--- config.mk ---
export PLATFORM = sky130hd
export DESIGN_NAME = fp_accum_seq
export DESIGN_NICKNAME = d
export VERILOG_FILES = /design/src/rtl/fp_accum_seq.sv
export SDC_FILE = /design/constraint.sdc
export NUM_CORES = 1
export LEC_CHECK = 0
export CORE_MARGIN = 2
export CORE_UTILIZATION = 43
export CTS_CLUSTER_DIAMETER = 30
export DETAILED_ROUTE_END_ITERATION = 8
export PLACE_DENSITY_LB_ADDON = 0.25
export SKIP_CTS_REPAIR_TIMING = 1
export SLEW_MARGIN = 15
export SYNTH_ARGS = -nofsm -noshare
export SYNTH_HDL_FRONTEND = slang
export SYNTH_SLANG_ARGS = --single-unit
export TNS_END_PERCENT = 10
--- constraint.sdc ---
create_clock -name clk -period 2.65 [get_ports clk]
set_input_delay 0.53 -clock clk [delete_from_list [all_inputs] [get_ports clk]]
set_output_delay 0.53 -clock clk [all_outputs]
set_load 0.01 [all_outputs]
--- src/rtl/fp_accum_seq.sv ---
`default_nettype none
// ============================================================================
// Module      : fp_accum_seq
// Description : Sequential reduction front-end for a combinational IEEE-754
//               single-precision adder. Operands arrive over a valid/ready
//               handshake. The running accumulator and the current operand
//               are presented to the adder, and the adder's sum is captured
//               after ADD_LAT stable cycles. On the operand flagged last, the
//               reduced sum and the element count are offered downstream.
// Revision    : 1.0 - initial release
// ----------------------------------------------------------------------------
// Parameters
//   CNT_W    width of the element counter / out_count (saturating)
//   ADD_LAT  cycles the adder inputs are held before add_sum is captured
//            (legal range 1..4)
// Ports
//   clk, rst_n            clock (rising edge), asynchronous active-low reset
//   in_valid/in_ready     operand handshake; in_ready is high only in IDLE
//   in_data, in_last      operand and end-of-vector flag, sampled together
//   add_a, add_b          to the adder: accumulator and operand registers
//   add_sum               from the adder
//   out_valid/out_ready   result handshake
//   out_data, out_count   reduced sum (accumulator) and operand count
// Optional feature
//   FP_ACC_ZERO_SKIP_EN   when defined, a non-first operand equal to +/-0
//                         bypasses the adder and costs a single cycle.
// ============================================================================
module fp_accum_seq #(
    parameter int CNT_W   = 16,
    parameter int ADD_LAT = 1
) (
    input  logic             clk,
    input  logic             rst_n,
    input  logic             in_valid,
    output logic             in_ready,
    input  logic [31:0]      in_data,
    input  logic             in_last,
    output logic [31:0]      add_a,
    output logic [31:0]      add_b,
    input  logic [31:0]      add_sum,
    output logic             out_valid,
    input  logic             out_ready,
    output logic [31:0]      out_data,
    output logic [CNT_W-1:0] out_count
);

    // Two bits cover the whole legal settle range (reload value 0..3).
    localparam int               LAT_W      = 2;
    localparam logic [LAT_W-1:0] C_LAT_LOAD = LAT_W'(ADD_LAT - 1);
    localparam logic [CNT_W-1:0] C_CNT_MAX  = '1;
    localparam logic [CNT_W-1:0] C_CNT_ONE  = CNT_W'(1);

    typedef enum logic [1:0] {
        S_IDLE = 2'd0,
        S_WAIT = 2'd1,
        S_DONE = 2'd2
    } state_t;

    state_t             r_state,     w_state_nxt;
    logic [31:0]        r_acc,       w_acc_nxt;
    logic [31:0]        r_opnd,      w_opnd_nxt;
    logic [CNT_W-1:0]   r_count,     w_count_nxt;
    logic               r_first,     w_first_nxt;
    logic               r_last_pend, w_last_pend_nxt;
    logic [LAT_W-1:0]   r_lat_cnt,   w_lat_cnt_nxt;

    logic               w_accept;
    logic [CNT_W-1:0]   w_count_inc;

    assign w_accept    = in_valid && (r_state == S_IDLE);
    // Counter sticks at all-ones instead of wrapping.
    assign w_count_inc = (r_count == C_CNT_MAX) ? r_count : (r_count + 1'b1);

`ifdef FP_ACC_ZERO_SKIP_EN
    logic w_is_zero;
    // Sign bit ignored so that both +0 and -0 are skipped.
    assign w_is_zero = (in_data[30:0] == 31'd0);
`endif

    always_ff @(posedge clk or negedge rst_n) begin
        if (!rst_n) begin
            r_state     <= S_IDLE;
            r_acc       <= 32'd0;
            r_opnd      <= 32'd0;
            r_count     <= '0;
            r_first     <= 1'b1;
            r_last_pend <= 1'b0;
            r_lat_cnt   <= '0;
        end else begin
            r_state     <= w_state_nxt;
            r_acc       <= w_acc_nxt;
            r_opnd      <= w_opnd_nxt;
            r_count     <= w_count_nxt;
            r_first     <= w_first_nxt;
            r_last_pend <= w_last_pend_nxt;
            r_lat_cnt   <= w_lat_cnt_nxt;
        end
    end

    always_comb begin
        w_state_nxt     = r_state;
        w_acc_nxt       = r_acc;
        w_opnd_nxt      = r_opnd;
        w_count_nxt     = r_count;
        w_first_nxt     = r_first;
        w_last_pend_nxt = r_last_pend;
        w_lat_cnt_nxt   = r_lat_cnt;

        case (r_state)
            S_IDLE: begin
                if (w_accept) begin
                    if (r_first) begin
                        // First operand seeds the accumulator directly; the
                        // adder is not involved.
                        w_acc_nxt   = in_data;
                        w_count_nxt = C_CNT_ONE;
                        w_first_nxt = 1'b0;
                        if (in_last) begin
                            w_state_nxt = S_DONE;
                        end
                    end
`ifdef FP_ACC_ZERO_SKIP_EN
                    else if (w_is_zero) begin
                        // Adding zero leaves the accumulator unchanged, so
                        // only the count moves and the adder is skipped.
                        w_count_nxt = w_count_inc;
                        if (in_last) begin
                            w_state_nxt = S_DONE;
                        end
                    end
`endif
                    else begin
                        w_opnd_nxt      = in_data;
                        w_last_pend_nxt = in_last;
                        w_lat_cnt_nxt   = C_LAT_LOAD;
                        w_state_nxt     = S_WAIT;
                    end
                end
            end

            S_WAIT: begin
                // acc and opnd are not touched here, keeping the adder
                // inputs stable for the whole settle window.
                if (r_lat_cnt != '0) begin
                    w_lat_cnt_nxt = r_lat_cnt - 1'b1;
                end else begin
                    w_acc_nxt   = add_sum;
                    w_count_nxt = w_count_inc;
                    w_state_nxt = r_last_pend ? S_DONE : S_IDLE;
                end
            end

            S_DONE: begin
                if (out_ready) begin
                    // acc is kept; the next first operand overwrites it.
                    w_state_nxt     = S_IDLE;
                    w_first_nxt     = 1'b1;
                    w_count_nxt     = '0;
                    w_last_pend_nxt = 1'b0;
                end
            end

            default: begin
                w_state_nxt = S_IDLE;
            end
        endcase
    end

    assign in_ready  = (r_state == S_IDLE);
    assign out_valid = (r_state == S_DONE);
    assign add_a     = r_acc;
    assign add_b     = r_opnd;
    assign out_data  = r_acc;
    assign out_count = r_count;

endmodule
`default_nettype wire

Word level (Yosys, flattened, before mapping)
Index checks and enable logic that the tools add are counted.
- add/subtract/negate cells: 2
- $mul: 0
- div/mod/pow operators: 0
- $lt $le $gt $ge: 0
- equality and inequality tests: 11
- shift operators: 0
- muxes and demuxes: 28
- bitwise gates (word level): 1
- reductions and logical operators: 13
- operators by type and width (cell ; number):
    $mux 32 ; 3
    $mux 16 ; 5
    $pmux 32 s2 ; 1
    $pmux 16 s3 ; 1
    $mux 2 ; 9
    $add 16x1->16 const B ; 1
    $eq 16x16->1 const B ; 1
    $reduce_and 4->1 ; 4
    $ne 2x2->1 const B ; 4
    $ne 2x1->1 const B ; 3
    $pmux 2 s3 ; 1
    $reduce_and 3->1 ; 2
    $reduce_and 6->1 ; 1
    $reduce_bool 2->1 ; 3
    $mux 1 ; 5
    $pmux 1 s2 ; 2
    $pmux 2 s2 ; 1
    $ne 3x3->1 const B ; 1
    $reduce_bool 3->1 ; 1
    $eq 2x1->1 const B ; 1
    $eq 2x2->1 const B ; 1
    $logic_not 2->1 ; 1
    $sub 2x1->2 const B ; 1
    $logic_and 1x1->1 ; 1
    $not 1->1 ; 1
- flip-flop bits (word level): 86
- latch bits: 0
- memory bits (writable): 0
- ROM bits: 0
- input port bits: 69
- output and inout port bits: 114
- memories: 0

Longest topological paths before layout
Gate-level depths: netlist (run 1).
- depth in word-level cells: 4
- gate-level depth with buffers: 9
- gate-level depth less buffers: 7

Least setup slack after synthesis (run 1)
No wires, ideal clock.
- path type: flip-flop to flip-flop
- from: reg r_state[0]
- to: reg r_count[11], in the netlist out_count[11]
- setup time: 0.132 ns
- arrival time: 1.774 ns
- data required time: 2.518 ns
- slack: 0.743 ns
- cell stages (with the launch flop): 9
- buffers on the path: 1
- path through: dfrtp_1 -> inv_1 -> ha_1 -> or2b_2 -> nand3_4 -> or3_1 -> buf_6 -> o31ai_1 -> o31ai_1
- elaborated cells between the ends (all ways): 12
- classes of those cells: 7 x eq/ne; 1 x mux; 4 x reduce/logical
- RTL lines (what ; line ; RTL):
    from (decl) ; 59 ; state_t r_state, w_state_nxt;
    from (signal assigned) ; 90 ; r_state <= w_state_nxt;
    $eq 2x2->1 * ; - ;
    via out_valid ; 41 ; output logic out_valid,
    $ne 2x1->1 (no line) or $reduce_bool 3->1 (tied branches) ; - ;
    $reduce_and 6->1 (no line) ; - ;
    to (signal assigned) ; 93 ; r_count <= w_count_nxt;
    to (decl) ; 62 ; logic [CNT_W-1:0] r_count, w_count_nxt;
The timed path passes the listed nets; every way through them passes the cells marked *.
A chain may end at the register's enable or synchronous reset.

Worst setup path in the final report (run 1)
- from: reg r_state[0]
- to: out in_ready
- cells in the longest elaborated chain, start to end: 1
- ends and longest elaborated chain (what ; line ; RTL):
    $logic_not 2->1 ; 169 ; assign in_ready = (r_state == S_IDLE);
    to (decl) ; 35 ; output logic in_ready,
No other way between the ends.

==> flow_summary_export.csv, run 1 <==
group,metric,value,unit
detailed_routing,drt_iter0_markers,160,
cells_and_area,antenna_cells,0,
placement,dp_hpwl,8000,µm
cells_and_area,layout_commonest_cell,"clkdlybuf4s50_1",
floorplanning,io_pins,183,
synth,synth_area,0.00427,mm²
detailed_routing,vias,3480,
grt,grt_pass1_vias,3623,
power,combPwrFrac,0.566,
floorplanning,num_rows,36,
detailed_routing,wl_met3,794,µm
worst_hold_path,hp-class,"in2async",
cells_and_area,fin_cells,678,
cells_and_area,area_growth,44.1,%
detailed_routing,wl_met2,5760,µm
floorplanning,coreArea,0.00973,mm²
placement,place.gp.congestion,0.797,
timing,max-slew-margin-rel,0.666,
synth,synth-seq-area-share,0.504,
clocking,cts_tree,"yes",
cells_and_area,final_util,0.633,
critical_path,critical-path-top-delay-family,"buffers and inverters",
synth,ys_types,43,
placement,portBuffers,182,
placement,placed_area,0.00598,mm²
detailed_routing,drcViolationCount,0,
grt,antenna_found_initial,0,
detailed_routing,ant_nets,0,
detailed_routing,wl_per_cell,16.2,µm
clocking,clock-sinks,86,
synth,syn_avg_cell_area,10.8,µm²
floorplanning,initial_core_util,0.439,
timing,slew_violations,0,
synth,yosys_warnings,0,
power,internal-power,0.00448,W
synth,synthArstFlopShare,1.00,
run_status,outcome,"complete, no violations",
timing,fmax,0.412,GHz
critical_path,path_class,"reg2out",
cells_and_area,nets,615,
grt,gr-usage-all-layers,0.209,
critical_path,endpoint_kind,"output pin",
clocking,insertion_delay,0.35,ns
power,seqPwrFrac,0.318,
synth,synth_top_flop_cell,"dfrtp_1",
critical_path,crit_slowest_cell,"clkdlybuf4s50_1",
synth,synth-edff-count,0,
cells_and_area,multi_input_area,0.00174,mm²
detailed_routing,top_layer,"met4",
critical_path,worst_ep_required_time,2.12,ns
placement,placed_cells,663,
critical_path,cp_cell_sequence,"inv_1 > ha_1 > clkdlybuf4s50_1",
detailed_routing,totalWireLength,11000,µm
critical_path,crit_buf_inv,2,
detailed_routing,wl_met1,4310,µm
synth,syn-instance-count,394,
power,cellPowerDensity,1170,mW/mm²
floorplanning,die_y,104,µm
cells_and_area,layout-drive-gt1-share,0.116,
clocking,htree_levels,3,
timing,rsz0062_at_grt,"no",
job,cap_violations,0,
power,clockPowerShare,0.116,
clocking,cts_buffers,9,
timing,setup_viol,0,
timing,tns,0,ns
timing,fin_crit_sh,0.916,
clocking,path_clk_slew,0.08,ns
cells_and_area,design_area,0.00616,mm²
floorplanning,dieArea,0.0108,mm²
grt,grt_overflow,0,
grt,grt_first_pass_wirelength,18000,µm
timing,hold_slack,0.133,ns
critical_path,start_kind,"flip-flop",
detailed_routing,viasPerCell,5.13,
cells_and_area,regArea,0.00215,mm²
grt,grt_max_degree,65,
timing,period_needed,2.43,ns
detailed_routing,firstDrtPassIters,4,
timing,hold_viol,0,
power,p_switching,0.00271,W
power,switching_share,0.377,
critical_path,path_max_fanout,12,
power,leakagePower,2.50,nW
critical_path,arrival,1.90,ns
synth,ys_ff_latch,86,
synth,synth_nets,468,
power,vdd_drop_max,627,µV
cells_and_area,fill_cells,798,
clocking,clockRootBuffer,"clkbuf_8",
timing,worstMarginPinSlew,0.502,ns
clocking,cts_buffer_depth,2,
cells_and_area,layout_common_cells,"181 x clkdlybuf4s50_1, 85 x dfrtp_1, 45 x a21oi_1",
timing,fin_skew,0.00617,ns
floorplanning,die_w,104,µm
critical_path,critPathMaxStageDelay,0.63,ns
-- per-stage QoR --
stage,total power [W],setup slack (ns)
floorplan,0.00464,0.743
global placement,0.00629,0.286
detailed placement,0.00642,0.225
CTS,0.00730,0.196
global route,0.00769,0.134
finish,0.00720,0.222
-- logic make-up (layout without fill, tap and decap cells) --
| group | after synthesis | count (layout) | share of synthesized area |
|---|---|---|---|
| compound gates | 92 | 92 | 0.126 |
| simple gates | 89 | 89 | 0.104 |
| flops | 86 | 86 | 0.504 |
| mux | 64 | 64 | 0.159 |
| buf+inv | 58 | 209 | 0.0916 |
| fa+ha+maj | 5 | 5 | 0.0146 |
-- registers in the layout, summed over array words and instances (netlist names) --
| name | cells |
|---|---|
| add_a | 32 |
| add_b | 32 |
| r_first | 1 |
| r_state | 2 |
| r_last_pend | 1 |
| out_count | 16 |
| r_lat_cnt | 2 |
-- final timing paths --
path | endpoint | depth (start not counted) | slack [ns] | start
max in group asynchronous | add_b[15] | 2 | 1.88 | rst_n
hold / removal | out_count[9] | 1 | 0.13 | rst_n
hold reg to reg | add_b[20] | 1 | 0.51 | add_b[20]
setup reg to reg | out_count[10] | 7 | 0.41 | r_state[0]
min in group clk | add_b[20] | 1 | 0.51 | add_b[20]
setup / recovery | in_ready | 3 | 0.22 | r_state[0]
-- cells in the mapped netlist (2+ instances only) --
cell type / number / area [µm²]
inv_1: 7 / 26.3
ha_1: 5 / 62.6
and2_1: 2 / 12.5
clkbuf_1: 6 / 22.5
mux2_2: 32 / 360
dfrtp_1: 85 / 2130
and3_1: 7 / 43.8
o21a_1: 5 / 37.5
a21oi_1: 45 / 225
o31ai_1: 5 / 37.5
mux2i_1: 32 / 320
a31oi_1: 11 / 68.8
or2b_2: 2 / 17.5
nand2_1: 17 / 63.8
buf_4: 32 / 240
a41oi_1: 2 / 17.5
a211oi_1: 3 / 22.5
nand3_1: 11 / 55.1
nor2_1: 38 / 143
buf_6: 3 / 33.8
o21ai_0: 13 / 65.1
buf_2: 8 / 40.0
nor3_1: 3 / 15.0
-- power by group through the flow --
stage	Sequential [W]	Clock [W]	Combinational [W]
final	0.00229	0.000836	0.00407
after detailed placement	0.00231	0	0.00412
after global routing	0.00237	0.000920	0.00440
after global placement	0.00228	0	0.00402
after CTS	0.00230	0.000867	0.00413
after floorplan	0.00249	0	0.00215
-- cell type report --
| cell class | count | share of cell area |
|---|---|---|
| sequential | 86 | 0.350 |
| timing repair buffer | 187 | 0.308 |
| multi-input combinational | 250 | 0.283 |
| tap | 133 | 0.0270 |
| clock buffer | 12 | 0.0252 |
| inverter | 7 | 0.00427 |
| clock inverter | 3 | 0.00325 |
-- metal layers --
| layer | global-route usage | up-vias |
|---|---|---|
| li1 | - | 1661 |
| met1 | 0.242 | 1693 |
| met2 | 0.376 | 116 |
| met3 | 0.0585 | 10 |
| met4 | 0.0676 | 0 |
| met5 | 0 | - |
-- worst reg2reg max path, delay by kind of cell (launching register included) --
| kind | cells | cell delay (ns) |
|---|---|---|
| DFF | 1 | 0.39 |
| buffers and inverters | 1 | 0.08 |
| and+or+nand+nor | 4 | 1.16 |
| adders and majority gates | 1 | 0.35 |
| AOI/OAI and AO/OA | 1 | 0.13 |
Note: power is estimated with default switching activity, not from simulation.
==> run 2: changes to the inputs <==
--- a/config.mk
+++ b/config.mk
@@ -9,6 +9,7 @@
 export CORE_UTILIZATION = 43
 export CTS_CLUSTER_DIAMETER = 30
 export DETAILED_ROUTE_END_ITERATION = 8
+export HOLD_SLACK_MARGIN = 0.02
 export PLACE_DENSITY_LB_ADDON = 0.25
 export SKIP_CTS_REPAIR_TIMING = 1
 export SLEW_MARGIN = 15
==> results of run 2 <==
Same layout as run 1: the final DEF is identical, and so are final timing and power.
==> run 3: changes to the inputs <==
--- a/config.mk
+++ b/config.mk
@@ -11,7 +11,6 @@
 export DETAILED_ROUTE_END_ITERATION = 8
 export HOLD_SLACK_MARGIN = 0.02
 export PLACE_DENSITY_LB_ADDON = 0.25
-export SKIP_CTS_REPAIR_TIMING = 1
 export SLEW_MARGIN = 15
 export SYNTH_ARGS = -nofsm -noshare
 export SYNTH_HDL_FRONTEND = slang
==> results of run 3 <==
Same layout as run 1: the final DEF is identical, and so are final timing and power.
